File: src/rtl/pattern_det_prog.sv
// -----------------------------------------------------------------------------
// pattern_det_prog
//
// Programmable serial pattern detector. A pattern of 1..PAT_W bits is loaded
// at run time and then matched against a serial bit stream, in overlapping or
// non-overlapping mode. A one-cycle pulse is raised on `pattern` the cycle
// after the bit that completes a match is sampled.
//
// Parameters
//   PAT_W  maximum pattern length in bits (2..32)
//   CNT_W  match counter width
//   LEN_W  width of cfg_len, must equal $clog2(PAT_W)+1
//
// Ports
//   clk        clock, rising edge
//   rst        synchronous active-high reset, overrides everything else
//   cfg_load   one-cycle strobe capturing cfg_pat / cfg_len / cfg_ovl
//   cfg_pat    pattern; first serial bit is cfg_pat[len-1], last is cfg_pat[0]
//   cfg_len    pattern length (0 loads as 1, >PAT_W loads as PAT_W)
//   cfg_ovl    1 = overlapping detection, 0 = non-overlapping
//   d_i        serial data bit
//   valid_i    d_i qualifier
//   pattern    registered one-cycle match pulse
//   match_cnt  saturating match count (only with PATDET_MATCH_CNT_EN)
//   armed      a configuration is loaded (FSM not idle)
//
// Build option
//   PATDET_MATCH_CNT_EN  when defined, adds the match_cnt port and counter.
// -----------------------------------------------------------------------------
module pattern_det_prog #(
    parameter int unsigned PAT_W = 8,
    parameter int unsigned CNT_W = 16,
    parameter int unsigned LEN_W = $clog2(PAT_W) + 1
) (
    input  logic             clk,
    input  logic             rst,
    input  logic             cfg_load,
    input  logic [PAT_W-1:0] cfg_pat,
    input  logic [LEN_W-1:0] cfg_len,
    input  logic             cfg_ovl,
    input  logic             d_i,
    input  logic             valid_i,
    output logic             pattern,
`ifdef PATDET_MATCH_CNT_EN
    output logic [CNT_W-1:0] match_cnt,
`endif
    output logic             armed
);

    // Elaboration-time guard on the parameter set.
    if (PAT_W < 2 || PAT_W > 32 || CNT_W < 1 || LEN_W != $clog2(PAT_W) + 1) begin : g_param_check
        $error("pattern_det_prog: illegal parameter combination");
    end

    localparam logic [LEN_W-1:0] PatWLen = LEN_W'(PAT_W);

    typedef enum logic [1:0] {
        StIdle = 2'b00,
        StFill = 2'b01,
        StHunt = 2'b10
    } state_e;

    state_e             state_q, state_d;
    logic [PAT_W-1:0]   pat_q, pat_d;
    logic [LEN_W-1:0]   len_q, len_d;
    logic               ovl_q, ovl_d;
    logic [PAT_W-1:0]   hist_q, hist_d;
    logic [LEN_W-1:0]   fill_q, fill_d;
    logic               pattern_q, pattern_d;

    logic [PAT_W-1:0]   hist_shift;
    logic [PAT_W-1:0]   len_mask;
    logic [LEN_W-1:0]   fill_inc;
    logic [LEN_W-1:0]   len_clamped;
    logic               fill_done;
    logic               consume;
    logic               cmp_hit;
    logic               check;
    logic               match;
    logic               restart;

    // -------------------------------------------------------------------------
    // Datapath helpers
    // -------------------------------------------------------------------------
    always_comb begin
        // Compare against history including the bit arriving this cycle, so the
        // completing bit is matched with no extra cycle of delay.
        hist_shift = {hist_q[PAT_W-2:0], d_i};

        len_mask = '0;
        for (int i = 0; i < int'(PAT_W); i++) begin
            len_mask[i] = (i < int'(len_q));
        end

        fill_inc  = fill_q + LEN_W'(1);
        fill_done = (fill_inc == len_q);

        // A bit coinciding with cfg_load is discarded.
        consume = valid_i && !cfg_load;

        cmp_hit = (((hist_shift ^ pat_q) & len_mask) == '0);
        check   = consume && ((state_q == StHunt) || ((state_q == StFill) && fill_done));
        match   = check && cmp_hit;

        // Non-overlapping match starts over with fresh bits.
        restart = match && !ovl_q;

        if (cfg_len == '0) begin
            len_clamped = LEN_W'(1);
        end else if (cfg_len > PatWLen) begin
            len_clamped = PatWLen;
        end else begin
            len_clamped = cfg_len;
        end
    end

    // -------------------------------------------------------------------------
    // FSM: state register
    // -------------------------------------------------------------------------
    always_ff @(posedge clk) begin
        if (rst) begin
            state_q <= StIdle;
        end else begin
            state_q <= state_d;
        end
    end

    // -------------------------------------------------------------------------
    // FSM: next state
    // -------------------------------------------------------------------------
    always_comb begin
        state_d = state_q;
        if (cfg_load) begin
            state_d = StFill;
        end else begin
            case (state_q)
                StIdle: state_d = StIdle;
                StFill: begin
                    if (consume && fill_done) begin
                        state_d = restart ? StFill : StHunt;
                    end
                end
                StHunt: begin
                    if (restart) begin
                        state_d = StFill;
                    end
                end
                default: state_d = StIdle;
            endcase
        end
    end

    // -------------------------------------------------------------------------
    // FSM: outputs
    // -------------------------------------------------------------------------
    always_comb begin
        pattern = pattern_q;
        armed   = (state_q != StIdle);
    end

    // -------------------------------------------------------------------------
    // Configuration, history and fill counter
    // -------------------------------------------------------------------------
    always_comb begin
        pat_d     = pat_q;
        len_d     = len_q;
        ovl_d     = ovl_q;
        hist_d    = hist_q;
        fill_d    = fill_q;
        pattern_d = match;

        if (cfg_load) begin
            pat_d  = cfg_pat;
            len_d  = len_clamped;
            ovl_d  = cfg_ovl;
            hist_d = '0;
            fill_d = '0;
        end else if (consume && (state_q != StIdle)) begin
            if (restart) begin
                hist_d = '0;
                fill_d = '0;
            end else begin
                hist_d = hist_shift;
                // In HUNT the counter already equals len and stays there.
                if (state_q == StFill) begin
                    fill_d = fill_inc;
                end
            end
        end
    end

    always_ff @(posedge clk) begin
        if (rst) begin
            pat_q     <= '0;
            len_q     <= LEN_W'(1);
            ovl_q     <= 1'b0;
            hist_q    <= '0;
            fill_q    <= '0;
            pattern_q <= 1'b0;
        end else begin
            pat_q     <= pat_d;
            len_q     <= len_d;
            ovl_q     <= ovl_d;
            hist_q    <= hist_d;
            fill_q    <= fill_d;
            pattern_q <= pattern_d;
        end
    end

`ifdef PATDET_MATCH_CNT_EN
    // -------------------------------------------------------------------------
    // Saturating match counter, advanced together with the pulse register so
    // the count and the pulse become visible in the same cycle.
    // -------------------------------------------------------------------------
    logic [CNT_W-1:0] cnt_q, cnt_d;

    always_comb begin
        cnt_d = cnt_q;
        if (cfg_load) begin
            cnt_d = '0;
        end else if (match && (cnt_q != '1)) begin
            cnt_d = cnt_q + CNT_W'(1);
        end
    end

    always_ff @(posedge clk) begin
        if (rst) begin
            cnt_q <= '0;
        end else begin
            cnt_q <= cnt_d;
        end
    end

    assign match_cnt = cnt_q;
`endif

endmodule

File: config.mk
export PLATFORM = sky130hd
export DESIGN_NAME = pattern_det_prog
export DESIGN_NICKNAME = d
export VERILOG_FILES = /design/src/rtl/pattern_det_prog.sv
export SDC_FILE = /design/constraint.sdc
export NUM_CORES = 1
export LEC_CHECK = 0
export CAP_MARGIN = 20
export CORE_MARGIN = 3
export CORE_UTILIZATION = 39
export CTS_CLUSTER_DIAMETER = 120
export CTS_CLUSTER_SIZE = 20
export DETAILED_ROUTE_END_ITERATION = 10
export DONT_BUFFER_PORTS = 1
export GPL_ROUTABILITY_DRIVEN = 0
export PLACE_DENSITY = 0.61
export SLEW_MARGIN = 20
export SYNTH_ARGS = -nofsm -noshare
export SYNTH_HDL_FRONTEND = slang
export SYNTH_SLANG_ARGS = --single-unit
File: constraint.sdc
create_clock -name clk -period 2.3 [get_ports clk]
set_clock_uncertainty 0.05 [all_clocks]
set_input_delay 0.115 -clock clk [delete_from_list [all_inputs] [get_ports clk]]
set_output_delay 0.115 -clock clk [all_outputs]
set_load 0.02 [all_outputs]
==> impl_metrics.ini, run 1 <==
[cts]
cts_buffer_depth = 2
cts_tree = yes
insertion_delay_ns = 0.27
path_clk_slew_ns = 0.09
cts_root_buf = clkbuf_8
clock_sinks = 27
cts_max_level = 1
numCtsBuffers = 3
cts_resized = 0

[min_path]
min_from = cfg_len[3]
min_path_type = input pin to flip-flop
whs_path_depth = 3
holdPathEnd = len_q[1]

[routing]
drc = 0
via_count = 1283
ant_nets = 0
viasPerCell = 5.46
wl_mm = 3.40
drt_iter0_markers = 82
firstDrtPassIters = 4
routedWlPerCell_um = 14.5

[sta]
max-slew-margin-rel_pct = 67.4
fin_setup_tns_ns = 0
layout_min_cycle_time_ns = 2.06
finalMaxSlewViolations = 0
grt_setup_unrepaired = no
fmax_mhz = 485
min_period_over_period_pct = 89.7
setup_ws_ns = 0.236
setup_violations = 0
tightest_slew_ns = 0.487
hold_viol = 0

[synth]
yosysWarnings = 0
synth-edff-count = 0
synth_top_area_share_pct = 37.6
synth_seq_cells = 27
ys_seq_area_share_pct = 37.6
ys_types = 39
synth_ff_type = dfxtp_1
synth_nets = 192
synth_area_per_cell_um2 = 8.46
syn-cell-area_um2 = 1440
synthCells = 170
yosysTopAreaCell = dfxtp_1
synth.area.top_cells = dfxtp_1 (38%), mux2i_1 (7.7%), nor2_1 (6.3%)
ys_async_sr_fraction_pct = 0

[worst_setup_path]
path_max_fanout = 7
regToRegSetupSlack_ns = 0.24
worstReg2RegStart = fill_q[0]
crit_type = flip-flop to flip-flop
required_ns = 2.42
startpoint_type = flip-flop
cp-end-kind = flip-flop
r2r-end = fill_q[2]
rr_worst_depth = 6
critPathArrivalTime_ns = 2.19

[pwr]
fin_total_pwr_uw = 927
leakagePower_uw = 0.000680
powerDensity_nw_per_um2 = 532
peakVddDrop_v = 0.000385

[floorplan]
die_area_um2 = 4450
die_y_um = 66.7
start_util_pct = 41.8
core_area_um2 = 3440
die_x_um = 66.7
io_pins = 20
rows = 21

[layout]
fill_cells = 314
stdcell_area_um2 = 1740
final_cells = 235
antenna_cells = 0
syn_to_final_growth_pct = 21.2
fin_nets = 212
drive_gt1_share_pct = 6.35

[global_routing]
grt_util_all_layers_pct = 16.8
first_global_vias = 1225
antenna_found_initial = 0
grt-ovfl-total = 0
grt_pass1_wl_mm = 5.70
grt_max_degree = 20

[place]
hpwl_mm = 2.28
place_ws_ns = 0.265
dp.cells = 210
place_area_um2 = 1490
io_buffers = 0

[flow_run]
maxCapViolations = 0

[run_status]
status = completed
==> timing repair <==
| item | CTS | global route |
|---|---|---|
| buffers inserted | 0 | 0 |
| hold buffers | 21 | 0 |
| endpoints found under the hold margin | 15 | 0 |
==> layer usage <==
metal	vias to the layer above	GRT usage, %	wire, um
met5	-	0	0
met1	610	23.4	1540
met2	37	26.9	1630
met3	2	3.54	220
li1	634	-	-
met4	0	3.05	14
==> critical path: stages (launching register included) <==
cell,delay [ns]
dfxtp_1,0.47
ha_1,0.25
xor3_1,0.24
nor3_2,0.22
a31oi_1,0.12
or3_1,0.44
and3_1,0.18
==> worst max path at each step <==
| stage | start | end | slack [ns] | cells past startpoint |
|---|---|---|---|---|
| after floorplan | fill_q[0] | fill_q[2] | 0.42 | 6 |
| after global placement | fill_q[0] | fill_q[2] | 0.35 | 6 |
| after detailed placement | fill_q[0] | fill_q[2] | 0.26 | 6 |
| after CTS | fill_q[0] | fill_q[2] | 0.25 | 6 |
| after global routing | fill_q[0] | fill_q[2] | 0.14 | 6 |
| final | fill_q[0] | fill_q[2] | 0.24 | 6 |
==> final cells by class <==
type,instances,area (um^2),area share (%)
well taps,46,57.6,3.30
multi-input cells,126,828,47.5
clock buffers,3,41.3,2.37
flip-flops and latches,27,541,31.0
repair buffers,26,248,14.2
inverters,6,22.5,1.29
clock inverters,1,5.00,0.287
==> cell usage after synthesis (2+ instances only) <==
cell type / number
a21oi_1: 17
a31oi_1: 3
buf_1: 2
buf_2: 4
clkbuf_1: 5
dfxtp_1: 27
ha_1: 4
inv_1: 6
mux2i_1: 11
nand2_1: 13
nor2_1: 24
nor2b_1: 3
nor3_1: 3
o2111ai_1: 2
o211ai_1: 8
o21ai_0: 3
o31a_1: 2
or3_1: 2
xnor2_1: 6
xor2_1: 6
==> power by group <==
group          total (uW)  switching, uW  internal, uW
clock network         266            145           121
logic                 160           78.9          81.2
registers             501           17.4           483
==> state kept, by name, summed over array words and instances (netlist names) <==
| register | count |
|---|---|
| ovl_q | 1 |
| len_q | 4 |
| pat_q | 8 |
| fill_q | 4 |
| pattern | 1 |
| hist_q | 7 |
| state_q | 2 |
==> metrics by stage <==
step	hold slack, ns	util, %
2_1_floorplan	0.166	-
3_3_place_gp	0.140	43.2
3_5_place_dp	0.144	43.2
4_1_cts	0.00376	50.6
5_1_grt	0.0247	50.6
6_report	0.0113	50.6
==> cells by family after synthesis <==
group           count (synthesis)  share of synthesized area [%]
fa+ha+maj                       4                           3.48
simple gates                   55                           17.7
mux                            11                           7.66
flops                          27                           37.6
buf+inv                        17                           4.79
xor+xnor                       13                           8.96
compound gates                 43                           19.8
==> placed cells by master, fill, tap and decap left out, types with 4 or more instances in the layout <==
cell           netlist  layout
inv_1                6       6
o211ai_1             8       8
mux2i_1             11      11
ha_1                 4       4
nand2_1             13      13
xnor2_1              6       6
dlygate4sd3_1        0      21
xor2_1               6       6
buf_4                0       5
a21oi_1             17      17
dfxtp_1             27      27
nor2_1              24      24
No activity file was read; power rests on OpenSTA's default activity.
==> inputs of run 2 (changes only) <==
--- a/config.mk
+++ b/config.mk
@@ -6,6 +6,7 @@
 export NUM_CORES = 1
 export LEC_CHECK = 0
 export CAP_MARGIN = 20
+export CORE_ASPECT_RATIO = 1.75
 export CORE_MARGIN = 3
 export CORE_UTILIZATION = 39
 export CTS_CLUSTER_DIAMETER = 120
==> impl_metrics.ini, run 2 (synthesized netlist as in run 1, its figures left out) <==
[run_status]
status = completed

[sta]
grt_setup_unrepaired = no
hold_viol = 0
fmax_mhz = 482
layout_min_cycle_time_ns = 2.08
max-slew-margin-rel_pct = 66.1
fin_setup_tns_ns = 0
tightest_slew_ns = 0.507
min_period_over_period_pct = 90.3
setup_ws_ns = 0.224
finalMaxSlewViolations = 0
hold_slack_ns = 0.00315
setup_violations = 0

[routing]
drt-met1-wl_mm = 1.36
firstDrtPassIters = 4
routedWlPerCell_um = 14.6
wl_met3_um = 126
viasPerCell = 5.41
via_count = 1255
drt_iter0_markers = 26
drc = 0
met2_length_mm = 1.81
highest_layer = met4
ant_nets = 0
wl_mm = 3.40

[cts]
cts_max_level = 1
post-cts-setup-buffers = 0
cts_tree = yes
numCtsBuffers = 3
clock_sinks = 27
path_clk_slew_ns = 0.09
cts_buffer_depth = 2
cts_root_buf = clkbuf_8
insertion_delay_ns = 0.27

[worst_setup_path]
crit_type = flip-flop to flip-flop
startpoint_type = flip-flop
critPathArrivalTime_ns = 2.20
path_max_fanout = 7
required_ns = 2.42
cp-end-kind = flip-flop

[place]
place_ws_ns = 0.236
hpwl_mm = 2.43
io_buffers = 0

[global_routing]
first_global_vias = 1331
grt_pass1_wl_mm = 5.79
antenna_found_initial = 0
grt-ovfl-total = 0
grt_max_degree = 19
grt_util_all_layers_pct = 16.9

[pwr]
pwr-share-seq_pct = 54.2
fin_total_pwr_uw = 921
leakagePower_uw = 0.000669
p_clk_share_pct = 29.0
peakVddDrop_v = 0.000368
switchingPower_uw = 236
cellInternalPower_uw = 685
powerDensity_nw_per_um2 = 534
combPwrFrac_pct = 16.8
swShare_pct = 25.6

[floorplan]
start_util_pct = 41.5
rows = 28
core_area_um2 = 3470
die_y_um = 86.3
io_pins = 20
die_x_um = 51.9
die_area_um2 = 4480

[layout]
layout_commonest_cell = dfxtp_1
top_register = pat_q
largest_register_ffs = 8
top_regs = pat_q: 8 flops, hist_q: 7 flops
syn_to_final_growth_pct = 19.8
fin_nets = 210
drive_gt1_share_pct = 5.35
final_cell_mix = dfxtp_1 (27), nor2_1 (24), dlygate4sd3_1 (20), a21oi_1 (17), nand2_1 (13)
antenna_cells = 0

[flow_run]
maxCapViolations = 0

[min_path]
min_path_type = input pin to flip-flop
==> run 2: final timing paths <==
path / from / to / slack [ns] / depth (start not counted)
worst max-delay path: fill_q[0] / fill_q[2] / 0.22 / 6
worst max register to register: fill_q[0] / fill_q[2] / 0.22 / 6
worst min register to register: hist_q[6] / hist_q[6] / 0.43 / 2
worst min-delay path: cfg_len[3] / len_q[2] / 0.003 / 3
==> run 2: power groups by stage <==
| stage | sequential (uW) | clock, uW | combinational, uW |
|---|---|---|---|
| after detailed placement | 511 | 0 | 116 |
| after floorplan | 504 | 0 | 106 |
| final | 500 | 267 | 155 |
| after CTS | 500 | 272 | 153 |
| after global routing | 503 | 295 | 172 |
| after global placement | 510 | 0 | 114 |
==> run 2: layout make-up <==
cell class	instances	area, um^2
fill	327	1750
tap	45	56.3
sequential	27	541
clock buffer	4	45.0
timing repair buffer	24	230
multi-input combinational	126	828
inverter	6	22.5
==> run 2: worst max-delay path, cell delays in order (launching register included) <==
cell	delay, ns
dfxtp_1	0.46
ha_1	0.27
xor3_1	0.25
nor3_2	0.22
a31oi_1	0.12
or3_1	0.42
and3_1	0.18
==> run 2: stage by stage <==
step / utilization (%) / cells / instance area, um^2
floorplan: - / 170 / 1440
global placement: 42.6 / 208 / 1480
detailed placement: 42.6 / 208 / 1480
CTS: 49.7 / 232 / 1720
global route: 49.7 / 232 / 1720
finish: 49.7 / 232 / 1720
==> run 2: timing repair <==
| action | in CTS | in global routing |
|---|---|---|
| hold buffers | 20 | 0 |
| gates resized for setup | 0 | 0 |
| endpoints found under the hold margin | 15 | 0 |
==> run 2: routing by layer <==
metal	track usage, %	up-vias
met3	3.44	11
met4	7.64	0
met2	30.8	27
met5	0	-
li1	-	633
met1	17.7	584
